===== config.mk =====
export PLATFORM = sky130hd
export DESIGN_NAME = bin_to_bcd_seq
export DESIGN_NICKNAME = d
export VERILOG_FILES = /design/src/rtl/bin_to_bcd_seq.sv
export SDC_FILE = /design/constraint.sdc
export NUM_CORES = 1
export LEC_CHECK = 0
export BUFFER_PORTS_ARGS = -buffer_cell sky130_fd_sc_hd__buf_2
export CAP_MARGIN = 10
export CELL_PAD_IN_SITES_DETAIL_PLACEMENT = 2
export CELL_PAD_IN_SITES_GLOBAL_PLACEMENT = 2
export CORE_MARGIN = 4
export CORE_UTILIZATION = 40
export CTS_BUF_LIST = sky130_fd_sc_hd__clkbuf_16
export CTS_CLUSTER_SIZE = 12
export DETAILED_ROUTE_END_ITERATION = 7
export GPL_TIMING_DRIVEN = 0
export HOLD_SLACK_MARGIN = 0.12
export PLACE_DENSITY = 0.88
export SYNTH_ARGS = -nofsm -noshare
export SYNTH_HDL_FRONTEND = slang
export SYNTH_SLANG_ARGS = --single-unit

===== constraint.sdc =====
create_clock -name clk -period 4.2 [get_ports clk]
set_input_delay 0.42 -clock clk [delete_from_list [all_inputs] [get_ports clk]]
set_output_delay 0.42 -clock clk [all_outputs]
set_load 0.01 [all_outputs]

===== src/rtl/bin_to_bcd_seq.sv =====
// Sequential double-dabble binary-to-BCD converter. Converts one input bit per
// clock behind a start/busy/done handshake and holds the last result on bcd_out.
module bin_to_bcd_seq #(
  parameter int WIDTH      = 16,
  parameter int DIGITS     = 5,
  parameter int START_EDGE = 1
) (
  input  logic                  clk,
  input  logic                  rst_a_n,
  input  logic                  start,
  input  logic [WIDTH-1:0]      bin_in,
  output logic                  busy,
  output logic                  done,
  output logic                  valid,
  output logic [4*DIGITS-1:0]   bcd_out
);

  localparam int BCD_W = 4 * DIGITS;
  localparam int CNT_W = $clog2(WIDTH + 1);

  typedef enum logic [1:0] {
    S_IDLE  = 2'd0,
    S_SHIFT = 2'd1,
    S_DONE  = 2'd2
  } state_t;

  state_t             r_state;
  state_t             w_next_state;
  logic [WIDTH-1:0]   r_bin_sr;
  logic [BCD_W-1:0]   r_bcd_sr;
  logic [BCD_W-1:0]   w_bcd_adj;
  logic [CNT_W-1:0]   r_cnt;
  logic [BCD_W-1:0]   r_bcd_out;
  logic               r_done;
  logic               r_valid;
  logic               w_req;

  // A held level must yield a single request; the history flop resets to 0 so
  // a level already high at reset release still counts as a rising edge.
  if (START_EDGE != 0) begin : g_edge
    logic r_start_q;

    // NOTE: sequential state is written with non-blocking assignments so every
    // flop samples pre-edge values regardless of process evaluation order.
    always_ff @(posedge clk or negedge rst_a_n) begin
      if (!rst_a_n) r_start_q <= 1'b0;
      else          r_start_q <= start;
    end

    assign w_req = start & ~r_start_q;
  end else begin : g_pulse
    assign w_req = start;
  end

  // Double-dabble correction: every digit >= 5 gets +3 before the shift.
  always_comb begin
    // NOTE: default assignment first so no path through this block leaves the
    // output unassigned, which would otherwise infer a latch.
    w_bcd_adj = r_bcd_sr;
    for (int d = 0; d < DIGITS; d++) begin
      if (r_bcd_sr[4*d +: 4] >= 4'd5) begin
        w_bcd_adj[4*d +: 4] = r_bcd_sr[4*d +: 4] + 4'd3;
      end
    end
  end

  always_ff @(posedge clk or negedge rst_a_n) begin
    if (!rst_a_n) r_state <= S_IDLE;
    else          r_state <= w_next_state;
  end

  always_comb begin
    w_next_state = r_state;
    unique case (r_state)
      S_IDLE:  if (w_req) w_next_state = S_SHIFT;
      S_SHIFT: if (r_cnt == CNT_W'(1)) w_next_state = S_DONE;
      S_DONE:  w_next_state = S_IDLE;
      default: w_next_state = S_IDLE;
    endcase
  end

  always_ff @(posedge clk or negedge rst_a_n) begin
    if (!rst_a_n) begin
      r_bin_sr  <= '0;
      r_bcd_sr  <= '0;
      r_cnt     <= '0;
      r_bcd_out <= '0;
      r_done    <= 1'b0;
      r_valid   <= 1'b0;
    end else begin
      r_done <= 1'b0;
      unique case (r_state)
        S_IDLE: begin
          if (w_req) begin
            r_bin_sr <= bin_in;
            r_bcd_sr <= '0;
            r_cnt    <= CNT_W'(WIDTH);
          end
        end
        S_SHIFT: begin
          {r_bcd_sr, r_bin_sr} <= {w_bcd_adj, r_bin_sr} << 1;
          r_cnt                <= r_cnt - CNT_W'(1);
        end
        S_DONE: begin
          // bcd_out only changes here, so it never exposes partial results.
          r_bcd_out <= r_bcd_sr;
          r_done    <= 1'b1;
          r_valid   <= 1'b1;
        end
        default: ;
      endcase
    end
  end

  assign busy    = (r_state != S_IDLE);
  assign done    = r_done;
  assign valid   = r_valid;
  assign bcd_out = r_bcd_out;

endmodule

==> impl_results.html <==
<table>
<tr><th>Metric</th><th>Value</th></tr>
<tr><th colspan="2">Synth</th></tr>
<tr><td>Syn. warnings</td><td>0</td></tr>
<tr><td>Mux cell area share after synthesis</td><td>5.87%</td></tr>
<tr><td>Fraction of post-synthesis cell area in the top cell type by area</td><td>56.1%</td></tr>
<tr><td>Post-synthesis share of cell area spent on full adders, half adders and majority gates</td><td>5.10%</td></tr>
<tr><td>Fraction of the mapped netlist area in simple logic gates</td><td>9.78%</td></tr>
<tr><td>Mean post-synth cell area</td><td>11.1 µm²</td></tr>
<tr><td>Dominant register cell in the synthesized netlist</td><td>sky130_fd_sc_hd__dfrtp_1</td></tr>
<tr><td>Cell types with the highest counts after synthesis</td><td>66 x sky130_fd_sc_hd__dfrtp_1, 28 x sky130_fd_sc_hd__inv_1, 27 x sky130_fd_sc_hd__nand2_1, 27 x sky130_fd_sc_hd__o21ai_0, 15 x sky130_fd_sc_hd__a222oi_1</td></tr>
<tr><td>Fraction of the mapped netlist area in compound gates</td><td>14.1%</td></tr>
<tr><td>Dominant combinational cell family by area after synthesis</td><td>compound AO/OA/AOI/OAI gates</td></tr>
<tr><td>Part of the Yosys area used for sequential elements</td><td>56.1%</td></tr>
<tr><td>Synth Register Bits</td><td>66</td></tr>
<tr><td>Async SR Flop Fraction</td><td>100%</td></tr>
<tr><td>Count of flip-flops with a built-in enable after synthesis</td><td>0</td></tr>
<tr><td>Leading cell type by number of instances after synthesis</td><td>sky130_fd_sc_hd__dfrtp_1</td></tr>
<tr><td>Instance count of the mapped netlist</td><td>264</td></tr>
<tr><td>Top area cells in the synthesized netlist</td><td>sky130_fd_sc_hd__dfrtp_1 56%, sky130_fd_sc_hd__a222oi_1 5.1%, sky130_fd_sc_hd__ha_1 5.1%, sky130_fd_sc_hd__o21ai_0 4.6%, sky130_fd_sc_hd__mux2_2 3.8%</td></tr>
<tr><td>Xor-xnor portion of the synthesized cell area</td><td>2.68%</td></tr>
<tr><td>Net count of the mapped netlist</td><td>295</td></tr>
<tr><td>Post-synthesis cell type count</td><td>27</td></tr>
<tr><td>Synth Cell Area</td><td>2940 µm²</td></tr>
<tr><td>Most area-hungry cell type in the Yosys netlist</td><td>sky130_fd_sc_hd__dfrtp_1</td></tr>
<tr><th colspan="2">Detailed routing</th></tr>
<tr><td>Detailed router's first-iteration violation count</td><td>82</td></tr>
<tr><td>Drc violations</td><td>0</td></tr>
<tr><td>Detailed-router iteration count before antenna repair</td><td>4</td></tr>
<tr><td>Wirelength per Cell</td><td>20.0 µm</td></tr>
<tr><td>Final wirelength</td><td>8.39 mm</td></tr>
<tr><td>Remaining antenna violation count</td><td>0</td></tr>
<tr><td>Per-cell via count in the routed design</td><td>5.37</td></tr>
<tr><td>Via count</td><td>2252</td></tr>
<tr><th colspan="2">Place</th></tr>
<tr><td>HPWL reported at the end of detailed placement</td><td>5.13 mm</td></tr>
<tr><td>Count of input and output buffers</td><td>41</td></tr>
<tr><td>Placer's final routability congestion estimate</td><td>0.770</td></tr>
<tr><th colspan="2">Finish</th></tr>
<tr><td>Multi-input gate area</td><td>1100 µm²</td></tr>
<tr><td>Post-synthesis to final-layout area growth</td><td>19.8%</td></tr>
<tr><td>Antenna cell count</td><td>0</td></tr>
<tr><td>FF/Latch Area</td><td>1650 µm²</td></tr>
<tr><td>Ratio of cells with drive above 1 in the final layout</td><td>23.4%</td></tr>
<tr><td>Total number of nets in the final design</td><td>347</td></tr>
<tr><td>Filler cells</td><td>763</td></tr>
<tr><th colspan="2">Timing</th></tr>
<tr><td>Worst slack on hold paths</td><td>0.177 ns</td></tr>
<tr><td>Setup repair after global routing missed its margin</td><td>false</td></tr>
<tr><td>Final clock period utilization by the worst path</td><td>42.7%</td></tr>
<tr><td>Maximum frequency from static timing analysis</td><td>0.557 GHz</td></tr>
<tr><td>Final hold viol count</td><td>0</td></tr>
<tr><td>Final Max Tran Viols</td><td>0</td></tr>
<tr><td>Setup Total Neg Slack</td><td>0 ns</td></tr>
<tr><td>Clock period minus final worst setup slack</td><td>1.79 ns</td></tr>
<tr><td>Skew final</td><td>0.00418 ns</td></tr>
<tr><td>Total of endpoints with negative setup slack in the final report</td><td>0</td></tr>
<tr><td>Normalized max-slew margin</td><td>43.9%</td></tr>
<tr><td>Transition time at the pin with the least slew margin</td><td>0.841 ns</td></tr>
<tr><th colspan="2">Clock tree</th></tr>
<tr><td>CTS sink cnt</td><td>66</td></tr>
<tr><td>Clock tree from TritonCTS</td><td>yes</td></tr>
<tr><td>Setup Fix Bufs, Post-CTS</td><td>0</td></tr>
<tr><td>Post-CTS Hold Fix Bufs</td><td>0</td></tr>
<tr><td>Number of resized instances in the post-cts repair step</td><td>0</td></tr>
<tr><td>Clock latency on the worst-skew pair</td><td>0.33 ns</td></tr>
<tr><td>Number of buffers created by CTS</td><td>9</td></tr>
<tr><td>Number of H-tree branching levels</td><td>3</td></tr>
<tr><td>Maximum buffer depth of the clock tree</td><td>2</td></tr>
<tr><td>Clk root buf</td><td>sky130_fd_sc_hd__clkbuf_16</td></tr>
<tr><td>Reg clk slew, reported paths</td><td>0.06 ns</td></tr>
<tr><th colspan="2">Worst setup path</th></tr>
<tr><td>Worst-path fanout max</td><td>4</td></tr>
<tr><td>Kind of end point of the critical path</td><td>flop</td></tr>
<tr><td>Required arrival time at the worst endpoint</td><td>4.46 ns</td></tr>
<tr><td>Setup crit start</td><td>r_bcd_sr[12]</td></tr>
<tr><td>Crit Path Class</td><td>reg -&gt; reg</td></tr>
<tr><td>Type of element launching the critical path</td><td>flop</td></tr>
<tr><td>Data arrival at the endpoint of the critical path</td><td>2.06 ns</td></tr>
<tr><td>Source of the worst register-to-register timing path</td><td>r_bcd_sr[12]</td></tr>
<tr><th colspan="2">Global routing</th></tr>
<tr><td>Vias in the first global route</td><td>2617</td></tr>
<tr><td>Number of antenna violations at the first check in global routing</td><td>0</td></tr>
<tr><td>First-pass GRT wire length</td><td>13.9 mm</td></tr>
<tr><td>Total GRT Usage</td><td>20.9%</td></tr>
<tr><td>Leftover overflow at the end of global routing</td><td>0</td></tr>
<tr><td>Largest net degree at the start of global routing</td><td>67</td></tr>
<tr><th colspan="2">Pwr</th></tr>
<tr><td>Total power of the final layout</td><td>0.00283 W</td></tr>
<tr><td>Gate power share</td><td>38.2%</td></tr>
<tr><td>Sw Pwr</td><td>0.00111 W</td></tr>
<tr><td>Internal power</td><td>0.00172 W</td></tr>
<tr><td>Share of power burned in registers</td><td>38.5%</td></tr>
<tr><td>Power per standard cell area</td><td>802 nW/µm²</td></tr>
<tr><td>Switching power as a share of total power</td><td>39.3%</td></tr>
<tr><td>Share of total power in the clock network</td><td>23.3%</td></tr>
<tr><td>Standby leakage power</td><td>1.86 nW</td></tr>
<tr><td>Worst supply voltage drop on vdd</td><td>0.000299 V</td></tr>
<tr><th colspan="2">Hold path</th></tr>
<tr><td>Path type of the worst min-delay path</td><td>in -&gt; async</td></tr>
<tr><th colspan="2">Floorplanning</th></tr>
<tr><td>Initial standard-cell utilization of the core</td><td>40.8%</td></tr>
<tr><td>Die X</td><td>93.8 µm</td></tr>
<tr><td>Placement Rows</td><td>31</td></tr>
<tr><td>Top Ports</td><td>42</td></tr>
<tr><td>Core ar.</td><td>7210 µm²</td></tr>
<tr><td>Die area</td><td>8790 µm²</td></tr>
<tr><td>Die height</td><td>93.8 µm</td></tr>
<tr><th colspan="2">Job</th></tr>
<tr><td>Number of max-cap violations</td><td>0</td></tr>
<tr><th colspan="2">Run status</th></tr>
<tr><td>Status</td><td>finished, final reports clean</td></tr>
</table>
[final cells by class]
type	instances	area share (%)
plain buffers	14	2.34
flip-flops and latches	66	46.8
inverters	28	2.98
clock buffers	9	6.39
clock inverters	6	0.745
multi-input cells	156	31.3
repair buffers	41	5.89
well taps	99	3.51
[worst max-delay path, cell delays in order, from the launching register on]
cell and delay, ns:
sky130_fd_sc_hd__dfrtp_1 0.42, sky130_fd_sc_hd__inv_1 0.15, sky130_fd_sc_hd__ha_1 0.22, sky130_fd_sc_hd__nand2b_1 0.07, sky130_fd_sc_hd__a21oi_1 0.34, sky130_fd_sc_hd__mux2i_1 0.34
sky130_fd_sc_hd__a22o_1 0.18
[power by group through the flow]
| stage | registers (W) | clock network, W | logic [W] |
|---|---|---|---|
| finish | 0.00109 | 0.000659 | 0.00108 |
| global route | 0.00113 | 0.000702 | 0.00120 |
| CTS | 0.00109 | 0.000670 | 0.00110 |
| detailed placement | 0.00108 | 0 | 0.00102 |
| global placement | 0.00107 | 0 | 0.000953 |
| floorplan | 0.00107 | 0 | 0.000676 |
[registers in the layout (all words and copies together), names as in the netlist]
name	count
done	1
r_state	2
r_bcd_sr	20
g_edge.r_start_q	1
r_bin_sr	16
bcd_out	20
r_cnt	5
valid	1
[through the flow]
step	std cells	utilization [%]	worst slack (ns)	area, µm²
finish	419	48.9	2.41	3530
global route	419	48.9	2.28	3530
CTS	419	48.9	2.45	3530
global placement	404	45.4	2.38	3270
floorplan	264	-	2.82	2940
detailed placement	404	45.4	2.32	3270
[cell families (layout without fill, tap and decap cells)]
group / Yosys count / in the layout
DFF: 66 / 66
AOI/OAI and AO/OA: 60 / 60
and+or+nand+nor: 59 / 59
buffers and inverters: 42 / 98
muxes: 16 / 16
adders and majority gates: 12 / 12
xor gates and xnor gates: 9 / 9
[metal layers]
layer,GRT usage (%),share of wire [%],vias up
met3,4.09,3.0,8
met5,0,0,-
met4,6.86,1.2,0
li1,-,-,1024
met2,38.8,55,48
met1,23.8,41,1172
[path summary, 6_finish.rpt]
kind / to / slack [ns] / cells past startpoint
setup / recovery: r_bcd_sr[14] / 2.41 / 6
hold / removal: bcd_out[16] / 0.18 / 1
setup reg to reg: r_bcd_sr[14] / 2.41 / 6
hold reg to reg: bcd_out[9] / 0.47 / 2
max in group asynchronous: g_edge.r_start_q / 3.45 / 1
min in group clk: g_edge.r_start_q / 0.21 / 1
[layout by cell type (no fill, tap or decap), types with 2 or more instances in the layout]
master	netlist	layout
sky130_fd_sc_hd__clkbuf_16	0	9
sky130_fd_sc_hd__nand3_1	7	7
sky130_fd_sc_hd__a222oi_1	15	15
sky130_fd_sc_hd__mux2i_1	6	6
sky130_fd_sc_hd__xor2_1	4	4
sky130_fd_sc_hd__mux2_2	10	10
sky130_fd_sc_hd__clkinv_1	0	2
sky130_fd_sc_hd__ha_1	12	12
sky130_fd_sc_hd__nand2_1	27	27
sky130_fd_sc_hd__clkbuf_1	5	5
sky130_fd_sc_hd__a22o_1	7	7
sky130_fd_sc_hd__buf_2	6	46
sky130_fd_sc_hd__nor2_1	4	4
sky130_fd_sc_hd__buf_6	3	3
sky130_fd_sc_hd__nand2b_1	8	8
sky130_fd_sc_hd__dfrtp_1	66	66
sky130_fd_sc_hd__xnor2_1	5	5
sky130_fd_sc_hd__o21ai_0	27	27
sky130_fd_sc_hd__nand3b_1	2	2
sky130_fd_sc_hd__o31ai_1	4	4
sky130_fd_sc_hd__clkinv_2	0	3
sky130_fd_sc_hd__a21oi_1	5	5
sky130_fd_sc_hd__nor3_1	6	6
sky130_fd_sc_hd__inv_1	28	29
sky130_fd_sc_hd__nor2b_1	2	2
(Power assumes the default switching activity.)
